## src/rtl/path_stack_if.sv

```systemverilog
// path_stack_if: bundle of the path stack's command, status and replay-stream
// signals.
//   master : drives push/pop/dirIn/replay/outReady, observes status and stream
//   slave  : the stack itself; receives the commands, drives status and stream
interface path_stack_if #(
  parameter int unsigned DEPTH = 64,
  parameter int unsigned DW    = 2
);
  localparam int unsigned CW = $clog2(DEPTH) + 1;

  logic          push;
  logic          pop;
  logic [DW-1:0] dirIn;
  logic          replay;
  logic          outReady;
  logic [DW-1:0] topDir;
  logic          empStck;
  logic          full;
  logic [CW-1:0] count;
  logic [DW-1:0] dirOut;
  logic          outValid;
  logic          replayDone;
  logic          overflow;

  modport master (
    output push, pop, dirIn, replay, outReady,
    input  topDir, empStck, full, count, dirOut, outValid, replayDone, overflow
  );

  modport slave (
    input  push, pop, dirIn, replay, outReady,
    output topDir, empStck, full, count, dirOut, outValid, replayDone, overflow
  );
endinterface

```

## src/rtl/path_stack.sv

```systemverilog
// path_stack: LIFO of direction codes that can also stream its whole contents
// out oldest-first under a valid/ready handshake, then empties itself.
// Ports:
//   clk  : clock, all state changes on the rising edge
//   rst  : asynchronous active-low reset
//   bus  : path_stack_if.slave
//          push/pop/dirIn     stack commands (RUN state only)
//          replay             request to stream contents bottom-first
//          outReady           consumer accepts dirOut
//          topDir/empStck/full/count  status of the stored stack
//          dirOut/outValid    replay stream
//          replayDone         one-cycle pulse when the stream has finished
//          overflow           sticky, set by a push while full
module path_stack #(
  parameter int unsigned DEPTH = 64,
  parameter int unsigned DW    = 2
) (
  input  logic         clk,
  input  logic         rst,
  path_stack_if.slave  bus
);

  localparam int unsigned AW = $clog2(DEPTH);
  localparam int unsigned CW = AW + 1;

  typedef enum logic [1:0] {
    RUN    = 2'd0,
    REPLAY = 2'd1,
    FINISH = 2'd2
  } state_e;

  state_e        state_q, state_d;
  logic [CW-1:0] count_q, count_d;
  logic [AW-1:0] read_idx_q, read_idx_d;
  logic          overflow_q, overflow_d;

  logic [DW-1:0] mem_q [DEPTH];
  logic          mem_we;
  logic [AW-1:0] mem_waddr;
  logic [DW-1:0] mem_wdata;

  logic [CW-1:0] count_m1;
  logic          is_empty;
  logic          is_full;
  logic          last_word;

  // Status decode from the registered count
  assign count_m1  = count_q - CW'(1);
  assign is_empty  = (count_q == '0);
  assign is_full   = (count_q == CW'(DEPTH));
  assign last_word = ({1'b0, read_idx_q} == count_m1);

  // Next-state, memory write and counter logic
  always_comb begin
    state_d    = state_q;
    count_d    = count_q;
    read_idx_d = read_idx_q;
    overflow_d = overflow_q;
    mem_we     = 1'b0;
    mem_waddr  = AW'(count_q);
    mem_wdata  = bus.dirIn;

    unique case (state_q)
      RUN: begin
        if (bus.push && bus.pop && !is_empty) begin
          // Replace the top entry in place
          mem_we    = 1'b1;
          mem_waddr = AW'(count_m1);
        end else if (bus.push) begin
          if (!is_full) begin
            mem_we    = 1'b1;
            mem_waddr = AW'(count_q);
            count_d   = count_q + CW'(1);
          end else begin
            overflow_d = 1'b1;
          end
        end else if (bus.pop && !is_empty) begin
          count_d = count_m1;
        end

        // Replay looks at the count after this cycle's push/pop
        if (bus.replay) begin
          read_idx_d = '0;
          state_d    = (count_d != '0) ? REPLAY : FINISH;
        end
      end

      REPLAY: begin
        if (bus.outReady) begin
          if (last_word) begin
            state_d = FINISH;
          end else begin
            read_idx_d = read_idx_q + AW'(1);
          end
        end
      end

      FINISH: begin
        count_d    = '0;
        read_idx_d = '0;
        state_d    = RUN;
      end

      default: begin
        state_d = RUN;
      end
    endcase
  end

  // Control state registers
  always_ff @(posedge clk or negedge rst) begin
    if (!rst) begin
      state_q    <= RUN;
      count_q    <= '0;
      read_idx_q <= '0;
      overflow_q <= 1'b0;
    end else begin
      state_q    <= state_d;
      count_q    <= count_d;
      read_idx_q <= read_idx_d;
      overflow_q <= overflow_d;
    end
  end

  // Entry storage; contents are unobservable while count is 0, so no reset
  always_ff @(posedge clk) begin
    if (mem_we) begin
      mem_q[mem_waddr] <= mem_wdata;
    end
  end

  // Outputs are decodes of registered state only
  assign bus.topDir     = is_empty ? '0 : mem_q[AW'(count_m1)];
  assign bus.empStck    = is_empty;
  assign bus.full       = is_full;
  assign bus.count      = count_q;
  assign bus.overflow   = overflow_q;
  assign bus.outValid   = (state_q == REPLAY);
  assign bus.dirOut     = (state_q == REPLAY) ? mem_q[read_idx_q] : '0;
  assign bus.replayDone = (state_q == FINISH);

endmodule

```

## src/flat_wrapper.sv

```systemverilog
// flat-port wrapper written by rule: the top's interface ports become plain ports
module path_stack_flat 
#(
  parameter int unsigned DEPTH = 64,
  parameter int unsigned DW    = 2
)
  (clk, rst, bus_push, bus_pop, bus_dirIn, bus_replay, bus_outReady, bus_topDir, bus_empStck, bus_full, bus_count, bus_dirOut, bus_outValid, bus_replayDone, bus_overflow);
  path_stack_if #(.DEPTH(DEPTH), .DW(DW)) bus_i ();
  input  logic clk;
  input  logic rst;
  input wire logic [$bits(bus_i.push)-1:0] bus_push;
  input wire logic [$bits(bus_i.pop)-1:0] bus_pop;
  input wire logic [$bits(bus_i.dirIn)-1:0] bus_dirIn;
  input wire logic [$bits(bus_i.replay)-1:0] bus_replay;
  input wire logic [$bits(bus_i.outReady)-1:0] bus_outReady;
  output wire logic [$bits(bus_i.topDir)-1:0] bus_topDir;
  output wire logic [$bits(bus_i.empStck)-1:0] bus_empStck;
  output wire logic [$bits(bus_i.full)-1:0] bus_full;
  output wire logic [$bits(bus_i.count)-1:0] bus_count;
  output wire logic [$bits(bus_i.dirOut)-1:0] bus_dirOut;
  output wire logic [$bits(bus_i.outValid)-1:0] bus_outValid;
  output wire logic [$bits(bus_i.replayDone)-1:0] bus_replayDone;
  output wire logic [$bits(bus_i.overflow)-1:0] bus_overflow;
  assign bus_i.push = bus_push;
  assign bus_i.pop = bus_pop;
  assign bus_i.dirIn = bus_dirIn;
  assign bus_i.replay = bus_replay;
  assign bus_i.outReady = bus_outReady;
  assign bus_topDir = bus_i.topDir;
  assign bus_empStck = bus_i.empStck;
  assign bus_full = bus_i.full;
  assign bus_count = bus_i.count;
  assign bus_dirOut = bus_i.dirOut;
  assign bus_outValid = bus_i.outValid;
  assign bus_replayDone = bus_i.replayDone;
  assign bus_overflow = bus_i.overflow;
  path_stack #(.DEPTH(DEPTH), .DW(DW)) u_core (.clk(clk), .rst(rst), .bus(bus_i));
endmodule
```

## config.mk

```make
export PLATFORM = sky130hd
export DESIGN_NAME = path_stack_flat
export DESIGN_NICKNAME = d
export VERILOG_FILES = /design/src/rtl/path_stack_if.sv /design/src/rtl/path_stack.sv /design/src/flat_wrapper.sv
export SDC_FILE = /design/constraint.sdc
export NUM_CORES = 1
export LEC_CHECK = 0
export BUFFER_PORTS_ARGS = -buffer_cell sky130_fd_sc_hd__buf_2
export CORE_ASPECT_RATIO = 0.9
export CORE_MARGIN = 3
export CORE_UTILIZATION = 60
export DETAILED_ROUTE_END_ITERATION = 6
export PLACE_DENSITY = 0.77
export SYNTH_ARGS = -nofsm -noshare
export SYNTH_HDL_FRONTEND = slang
export SYNTH_SLANG_ARGS = --single-unit
export TNS_END_PERCENT = 10
```

## constraint.sdc

```tcl
create_clock -name clk -period 4.13 [get_ports clk]
set_input_delay 0.826 -clock clk [delete_from_list [all_inputs] [get_ports clk]]
set_output_delay 0.826 -clock clk [all_outputs]
set_load 0.005 [all_outputs]
```

---- Word-level counts from Yosys, hierarchy flattened ----
Memory sizes are Yosys's and may differ from the RTL's.
Index checks and enable logic that the tools add are counted.
word-level totals
  memory bits (writable) .................. 128
  memories kept ........................... 1
  register bits after elaboration ......... 16
  bits of input ports ..................... 8
  output and inout port bits .............. 16
  word-level logic and storage cells ...... 54
operators by class
  bitwise logic cells ..................... 1
  add/sub/neg operators ................... 3
  muxes and demuxes ....................... 25
  equality and inequality tests ........... 8
  reductions and logical operators ........ 12
memory list
  memory        words  width  read ports  clocked after memory_dff  write ports  line              RTL
  u_core.mem_q  64     2      2           0                         1            path_stack.sv:37  logic [DW-1:0] mem_q [DEPTH];
operator list
  operator               count
  $mux W7                5
  $mux W6                5
  $pmux W6 S3            1
  $pmux W7 S2            1
  $mux W2                6
  $reduce_and A4 Y1      2
  $add A7 B1 Y7 const B  1
  $eq A6 B7 Y1           1
  $eq A7 B7 Y1 const B   1
  $logic_not A7 Y1       1
  $reduce_bool A7 Y1     1
  $sub A7 B1 Y7 const B  1
  $add A6 B1 Y6 const B  1
  $mux W1                6
  $ne A2 B2 Y1 const B   3
  $pmux W2 S2            1
  $logic_and A1 B1 Y1    3
  $reduce_and A3 Y1      1
  $reduce_bool A3 Y1     1
  $eq A2 B1 Y1 const B   1
  $eq A2 B2 Y1 const B   1
  $logic_not A2 Y1       1
  $ne A2 B1 Y1 const B   1
  $reduce_bool A2 Y1     1
  other kinds (2)        2

---- Logic depth before layout (Yosys ltp) ----
Gate-level depths: netlist of run 1.
  depth after elaboration ................. 11
  gate-level depth with buffers ........... 12
  mapped depth without buffers ............ 8

---- Worst setup path before layout of run 1 ----
OpenSTA, ideal clock, no wires.
  path type ............................... register to output
  start ................................... register u_core.count_q[0] (netlist: u_core.bus.count[0])
  end ..................................... output port bus_topDir[0]
  buffers on the path ..................... 4
  stages on the path, launching flop included .. 11
  data required time ...................... 3.304 ns
  slack ................................... 0.243 ns
  data arrival time ....................... 3.061 ns
  cell sequence ........................... dfrtp_1 -> clkbuf_1 -> clkbuf_1 -> inv_1 -> ha_1 -> clkbuf_1 -> clkbuf_1 -> mux4_2 -> mux4_2 -> mux2i_1 -> o22ai_1
between the ends
  longest elaborated chain between the ends .. 3
  elaborated cells between the ends (all ways) .. 4
  those cells by class .................... add/sub (1); mux (1); reduce/logical (1); memory (1)
ends and longest elaborated chain
  what                    line                RTL
  start, declared         path_stack.sv:33    logic [CW-1:0] count_q, count_d;
  start signal, assigned  path_stack.sv:119   count_q <= count_d;
  $sub A7 B1 Y7           path_stack.sv:48    assign count_m1 = count_q - CW'(1);
  $mem_v2 Z64 W2          -
  $mux W2 (*)             path_stack.sv:133   assign bus.topDir = is_empty ? '0 : mem_q[AW'(count_m1)];
  end, declared           flat_wrapper.sv:16  output wire logic [$bits(bus_i.topDir)-1:0] bus_topDir;
Mark *: on every way between the ends. The rest lies on a longest branch, timed or not.

---- Final worst setup path of run 1 ----
  start ................................... register u_core.count_q[1] (netlist: u_core.bus.count[1])
  end ..................................... output port bus_topDir[1]
Same word-level chain as after synthesis.

==> flow_metrics.env, run 1 <==
export IMPL_drt_met1_wl_mm=7.74
export IMPL_start_kind="register"
export IMPL_ir_drop_v=0.000341
export IMPL_worstPathMaxFanout=28
export IMPL_p_leak_nw=2.86
export IMPL_fin_crit_sh=0.944
export IMPL_synth_top_family_by_area="multiplexers"
export IMPL_clock_sinks=144
export IMPL_r2r_end="u_core.mem_q[1][0]"
export IMPL_rows=39
export IMPL_vias=5245
export IMPL_ioPinCount=24
export IMPL_numCtsBuffers=17
export IMPL_highest_layer="met4"
export IMPL_synth_compound_area_frac=0.0495
export IMPL_clkTransAtPathRegs_ns=0.06
export IMPL_synth_top_cell_by_area="edfxtp_1"
export IMPL_grt_max_degree=65
export IMPL_r2r_start="u_core.bus.count[1]"
export IMPL_portBuffers=23
export IMPL_grt_pass1_vias=5192
export IMPL_dieArea_um2=14600
export IMPL_routedWlPerCell_um=27.3
export IMPL_grt_overflow_total=0
export IMPL_slew_headroom=0.269
export IMPL_arrival_ns=3.07
export IMPL_setup_viol=0
export IMPL_critPathKind="reg2out"
export IMPL_syn2layout_area_growth_pct=10.8
export IMPL_clk_latency_ns=0.42
export IMPL_detail_route_iter0_violations=792
export IMPL_status="finished, final reports clean"
export IMPL_path_common_cell="mux4_2"
export IMPL_ant_nets=0
export IMPL_final_common_cell="edfxtp_1"
export IMPL_max_freq_mhz=257
export IMPL_critPathBufInv=3
export IMPL_post_cts_buffers=0
export IMPL_core_area_um2=12800
export IMPL_dieHeight_um=115
export IMPL_drive_gt1_frac=0.277
export IMPL_grt_pass1_wl_mm=31.0
export IMPL_synth_warnings=0
export IMPL_place_gp_congestion=0.931
export IMPL_antenna_found_initial=0
export IMPL_cts_tree="done"
export IMPL_drt_first_pass_iters=5
export IMPL_cts_resized=0
export IMPL_grtUsageTotal=0.288
export IMPL_rsz0062_at_grt="no"
export IMPL_synth_top_area_share=0.486
export IMPL_fin_nets=562
export IMPL_synthXorXnorAreaFrac=0.0296
export IMPL_synth_simple_area_share=0.112
export IMPL_final_setup_skew_ns=0.00645
export IMPL_synth_seq_cells=144
export IMPL_yosysUniqueCellTypes=63
export IMPL_avgSynthCellArea_um2=14.7
export IMPL_yosys_top_cells_area="edfxtp_1 49%, mux4_2 23%, dfrtp_1 5.1%"
export IMPL_syn_area_um2=7910
export IMPL_r2r_cells=8
export IMPL_die_w_um=127
export IMPL_critPathCaptureType="output port"
export IMPL_cts_hold_buf=0
export IMPL_hpwl_mm=12.8
export IMPL_netlist_instances=538
export IMPL_h_tree_depth=4
export IMPL_routed_via_density=7.21
export IMPL_dr_wl_met2_mm=9.52
export IMPL_async_flop_share=0.111
export IMPL_worstPathRequired_ns=3.30
export IMPL_drc=0
export IMPL_clockRootBuffer="clkbuf_16"
export IMPL_cp_slowest_cell="mux4_2"
export IMPL_max_cap_violations=0
export IMPL_synth_edf_count=128
export IMPL_num_antenna_cells=0
export IMPL_power_density_nw_per_um2=710
export IMPL_synth_adder_area_share=0.00475
export IMPL_final_cell_mix="128 x edfxtp_1, 80 x mux4_2, 66 x nor2_1"
export IMPL_synth_mux_area_fraction=0.241
export IMPL_n_fill_cell=815
export IMPL_reg2reg_setup_slack_ns=0.70
export IMPL_hold_path_class="in2async"
export IMPL_start_util=0.618
export IMPL_final_hold_violation_count=0
export IMPL_path_cells="inv_1 -> ha_1 -> buf_4 -> mux4_2 -> mux4_2 -> mux2i_1 -> o22ai_1 -> buf_2"
export IMPL_seq_area_frac_synth=0.537
export IMPL_met3_length_mm=1.99
export IMPL_wl_mm=19.9
export IMPL_finalMaxSlewViolations=0
export IMPL_setup_tns_final_ns=0
export IMPL_max_stage_delay_ns=0.52
export IMPL_cp_top_family="multiplexers"
export IMPL_yosys_most_used_dff="edfxtp_1"
export IMPL_cts_max_path_buffers=2
export IMPL_fin_util=0.685
export IMPL_syn_nets=549
export IMPL_worst_pin_slew_ns=1.10
export IMPL_fin_crit_ns=3.90
report_power, final:
part	leakage [nW]	switching, mW	total [mW]	internal (mW)
sequential	1.36	0.171	1.82	1.65
clock	0.290	0.581	1.58	1.00
combinational	1.22	1.44	2.82	1.38
metrics by stage:
stage	hold WS (ns)	cell area [um^2]	cells	total power, mW	setup WS (ns)
after global routing	0.335	8760	727	6.48	0.128
final	0.320	8760	727	6.22	0.233
after floorplan	0.466	7910	538	3.84	0.243
after detailed placement	0.509	8160	696	4.59	0.561
after global placement	0.449	8160	696	4.52	0.571
after CTS	0.320	8760	727	6.19	0.252
routing by layer:
layer	track usage	up-vias
met5	0	-
met4	0.109	0
met3	0.0776	68
met2	0.447	377
met1	0.400	2644
li1	-	2156
cell families after synthesis:
kind of cell               Yosys count
adders and majority gates            3
muxes                               90
buffers and inverters               49
DFF                                144
xor gates and xnor gates            21
AOI/OAI and AO/OA                   53
and+or+nand+nor                    178
cell usage after synthesis (4+ instances only):
cell / instances
a211oi_1: 5
a21oi_1: 11
and3_1: 4
buf_1: 6
buf_2: 8
clkbuf_1: 23
dfrtp_1: 16
edfxtp_1: 128
inv_1: 9
mux2i_1: 10
mux4_2: 80
nand2_1: 30
nand3_1: 9
nor2_1: 66
nor2b_1: 20
nor3_1: 9
o21ai_0: 9
or2_2: 4
or3_1: 10
xnor2_1: 13
xor2_1: 4
area by class of cell:
class / instances / area (um^2) / share of cell area
Inverter: 9 / 33.8 / 0.00386
Clock inverter: 12 / 166 / 0.0190
Tap cell: 164 / 205 / 0.0234
Sequential cell: 144 / 4250 / 0.485
Clock buffer: 19 / 433 / 0.0494
Timing Repair Buffer: 34 / 223 / 0.0254
Multi-Input combinational cell: 345 / 3450 / 0.394
sequential cells by signal, indices dropped and copies added, names as in the netlist:
register / flops
u_core.mem_q: 128
u_core.bus.count: 7
u_core.bus.overflow: 1
u_core.read_idx_q: 6
u_core.state_q: 2
how the worst max path moves through the flow:
| stage | from | endpoint | slack, ns | depth (start not counted) |
|---|---|---|---|---|
| 6_report | u_core.bus.count[1] | bus_topDir[1] | 0.23 | 8 |
| 3_5_place_dp | bus_push | u_core.mem_q[60][0] | 0.56 | 7 |
| 2_1_floorplan | u_core.bus.count[0] | bus_topDir[0] | 0.24 | 10 |
| 5_1_grt | u_core.bus.count[1] | bus_topDir[0] | 0.13 | 8 |
| 4_1_cts | u_core.bus.count[0] | bus_topDir[0] | 0.25 | 8 |
| 3_3_place_gp | bus_push | u_core.mem_q[60][1] | 0.57 | 7 |
No activity file was read; power rests on OpenSTA's default activity.
==> inputs of run 2 (changes only) <==
- CTS_CLUSTER_SIZE: unset -> 40
- MAX_ROUTING_LAYER: unset -> met4
==> flow_metrics.env, run 2 (synthesized netlist as in run 1, its figures left out) <==
export IMPL_status="finished, final reports clean"
export IMPL_clkTransAtPathRegs_ns=0.06
export IMPL_largest_reg_flops=128
export IMPL_clock_sinks=144
export IMPL_syn2layout_area_growth_pct=10.8
export IMPL_r2r_start="u_core.bus.count[0]"
export IMPL_num_antenna_cells=0
export IMPL_critPathCaptureType="output port"
export IMPL_final_hold_violation_count=0
export IMPL_n_fill_cell=839
export IMPL_fin_crit_sh=0.917
export IMPL_regMostFlops="u_core.mem_q"
export IMPL_detail_route_iter0_violations=720
export IMPL_max_cap_violations=0
export IMPL_start_util=0.618
export IMPL_ant_nets=0
export IMPL_rsz0062_at_grt="no"
export IMPL_vias=5144
export IMPL_critPathKind="reg2out"
export IMPL_worstPathRequired_ns=3.30
export IMPL_ir_drop_v=0.000365
export IMPL_cts_tree="done"
export IMPL_post_cts_buffers=0
export IMPL_cp_slowest_cell="dfrtp_2"
export IMPL_power_density_nw_per_um2=696
export IMPL_path_common_cell="mux4_2"
export IMPL_grt_max_degree=65
export IMPL_routedWlPerCell_um=26.4
export IMPL_h_tree_depth=4
export IMPL_antenna_found_initial=0
export IMPL_rows=39
export IMPL_worst_pin_slew_ns=1.08
export IMPL_core_area_um2=12800
export IMPL_arrival_ns=2.96
export IMPL_worstPathMaxFanout=15
export IMPL_setup_tns_final_ns=0
export IMPL_r2r_end="u_core.mem_q[56][0]"
export IMPL_clk_latency_ns=0.43
export IMPL_final_common_cell="edfxtp_1"
export IMPL_cts_resized=0
export IMPL_numCtsBuffers=17
export IMPL_grt_pass1_vias=5272
export IMPL_p_total_mw=6.10
export IMPL_wl_mm=19.2
export IMPL_p_leak_nw=2.86
export IMPL_drive_gt1_frac=0.281
export IMPL_dieArea_um2=14600
export IMPL_fin_nets=563
export IMPL_grtUsageTotal=0.293
export IMPL_dieHeight_um=115
export IMPL_drc=0
export IMPL_routed_via_density=7.06
export IMPL_reg2reg_setup_slack_ns=0.76
export IMPL_place_gp_congestion=0.922
export IMPL_max_stage_delay_ns=0.70
export IMPL_slew_headroom=0.281
export IMPL_cts_hold_buf=0
export IMPL_start_kind="register"
export IMPL_drt_first_pass_iters=6
export IMPL_max_freq_mhz=264
export IMPL_cts_max_path_buffers=2
export IMPL_fin_util=0.685
export IMPL_ioPinCount=24
export IMPL_grt_pass1_wl_mm=30.5
export IMPL_hold_path_class="in2async"
export IMPL_portBuffers=23
export IMPL_finalMaxSlewViolations=0
export IMPL_die_w_um=127
export IMPL_final_cell_mix="128 x edfxtp_1, 80 x mux4_2, 66 x nor2_1"
export IMPL_fin_crit_ns=3.79
export IMPL_clockRootBuffer="clkbuf_16"
export IMPL_hpwl_mm=12.8
export IMPL_final_setup_skew_ns=0.00698
export IMPL_grt_overflow_total=0
export IMPL_path_cells="buf_12 -> mux4_2 -> mux4_2 -> mux2i_1 -> a211oi_1 -> buf_2"
export IMPL_setup_viol=0
export IMPL_r2r_cells=8
run 2: changes by cell type in the layout (fill, tap and decap cells not counted), sizes merged:
| cell | delta |
|---|---|
| buf | +1 |
| bufinv | -2 |
| clkinvlp | +1 |
| inv | +2 |
run 2: how the worst max path moves through the flow:
stage | startpoint | endpoint | slack (ns)
6_report | u_core.read_idx_q[1] | bus_dirOut[1] | 0.34
5_1_grt | u_core.read_idx_q[1] | bus_dirOut[0] | 0.18
4_1_cts | u_core.read_idx_q[1] | bus_dirOut[0] | 0.31
3_5_place_dp | bus_push | u_core.mem_q[51][1] | 0.61
3_3_place_gp | bus_push | u_core.mem_q[55][0] | 0.74
2_1_floorplan | u_core.bus.count[0] | bus_topDir[0] | 0.24
run 2: power by group:
| group | internal, mW | leakage (nW) | switching [mW] | total, mW |
|---|---|---|---|---|
| combinational | 1.40 | 1.23 | 1.37 | 2.77 |
| sequential | 1.65 | 1.36 | 0.193 | 1.84 |
| clock | 0.888 | 0.273 | 0.602 | 1.49 |
| total | 3.94 | 2.86 | 2.16 | 6.10 |
run 2: final cells by class:
type	count	area, um^2	area share
repair buffers	35	255	0.0291
clock inverters	13	136	0.0156
clock buffers	19	433	0.0494
well taps	164	205	0.0234
inverters	9	33.8	0.00385
multi-input cells	345	3450	0.394
flip-flops and latches	144	4250	0.485
run 2: per-stage QoR:
| step | hold slack [ns] | area [um^2] | setup WS, ns | std cells |
|---|---|---|---|---|
| 2_1_floorplan | 0.466 | 7910 | 0.243 | 538 |
| 3_3_place_gp | 0.485 | 8190 | 0.737 | 697 |
| 3_5_place_dp | 0.472 | 8190 | 0.611 | 697 |
| 4_1_cts | 0.313 | 8760 | 0.306 | 729 |
| 5_1_grt | 0.335 | 8760 | 0.182 | 729 |
| 6_report | 0.315 | 8760 | 0.344 | 729 |
run 2: layer usage:
metal	share of wire	track usage
met5	0	-
met4	0.023	0.119
met3	0.098	0.0762
met2	0.50	0.451
met1	0.38	0.380
run 2: critical path: cells and delay by family (launching register included):
family | cells | cell delay (ns)
DFF | 1 | 0.70
AOI/OAI and AO/OA | 1 | 0.13
buffers and inverters | 2 | 0.38
muxes | 3 | 1.31
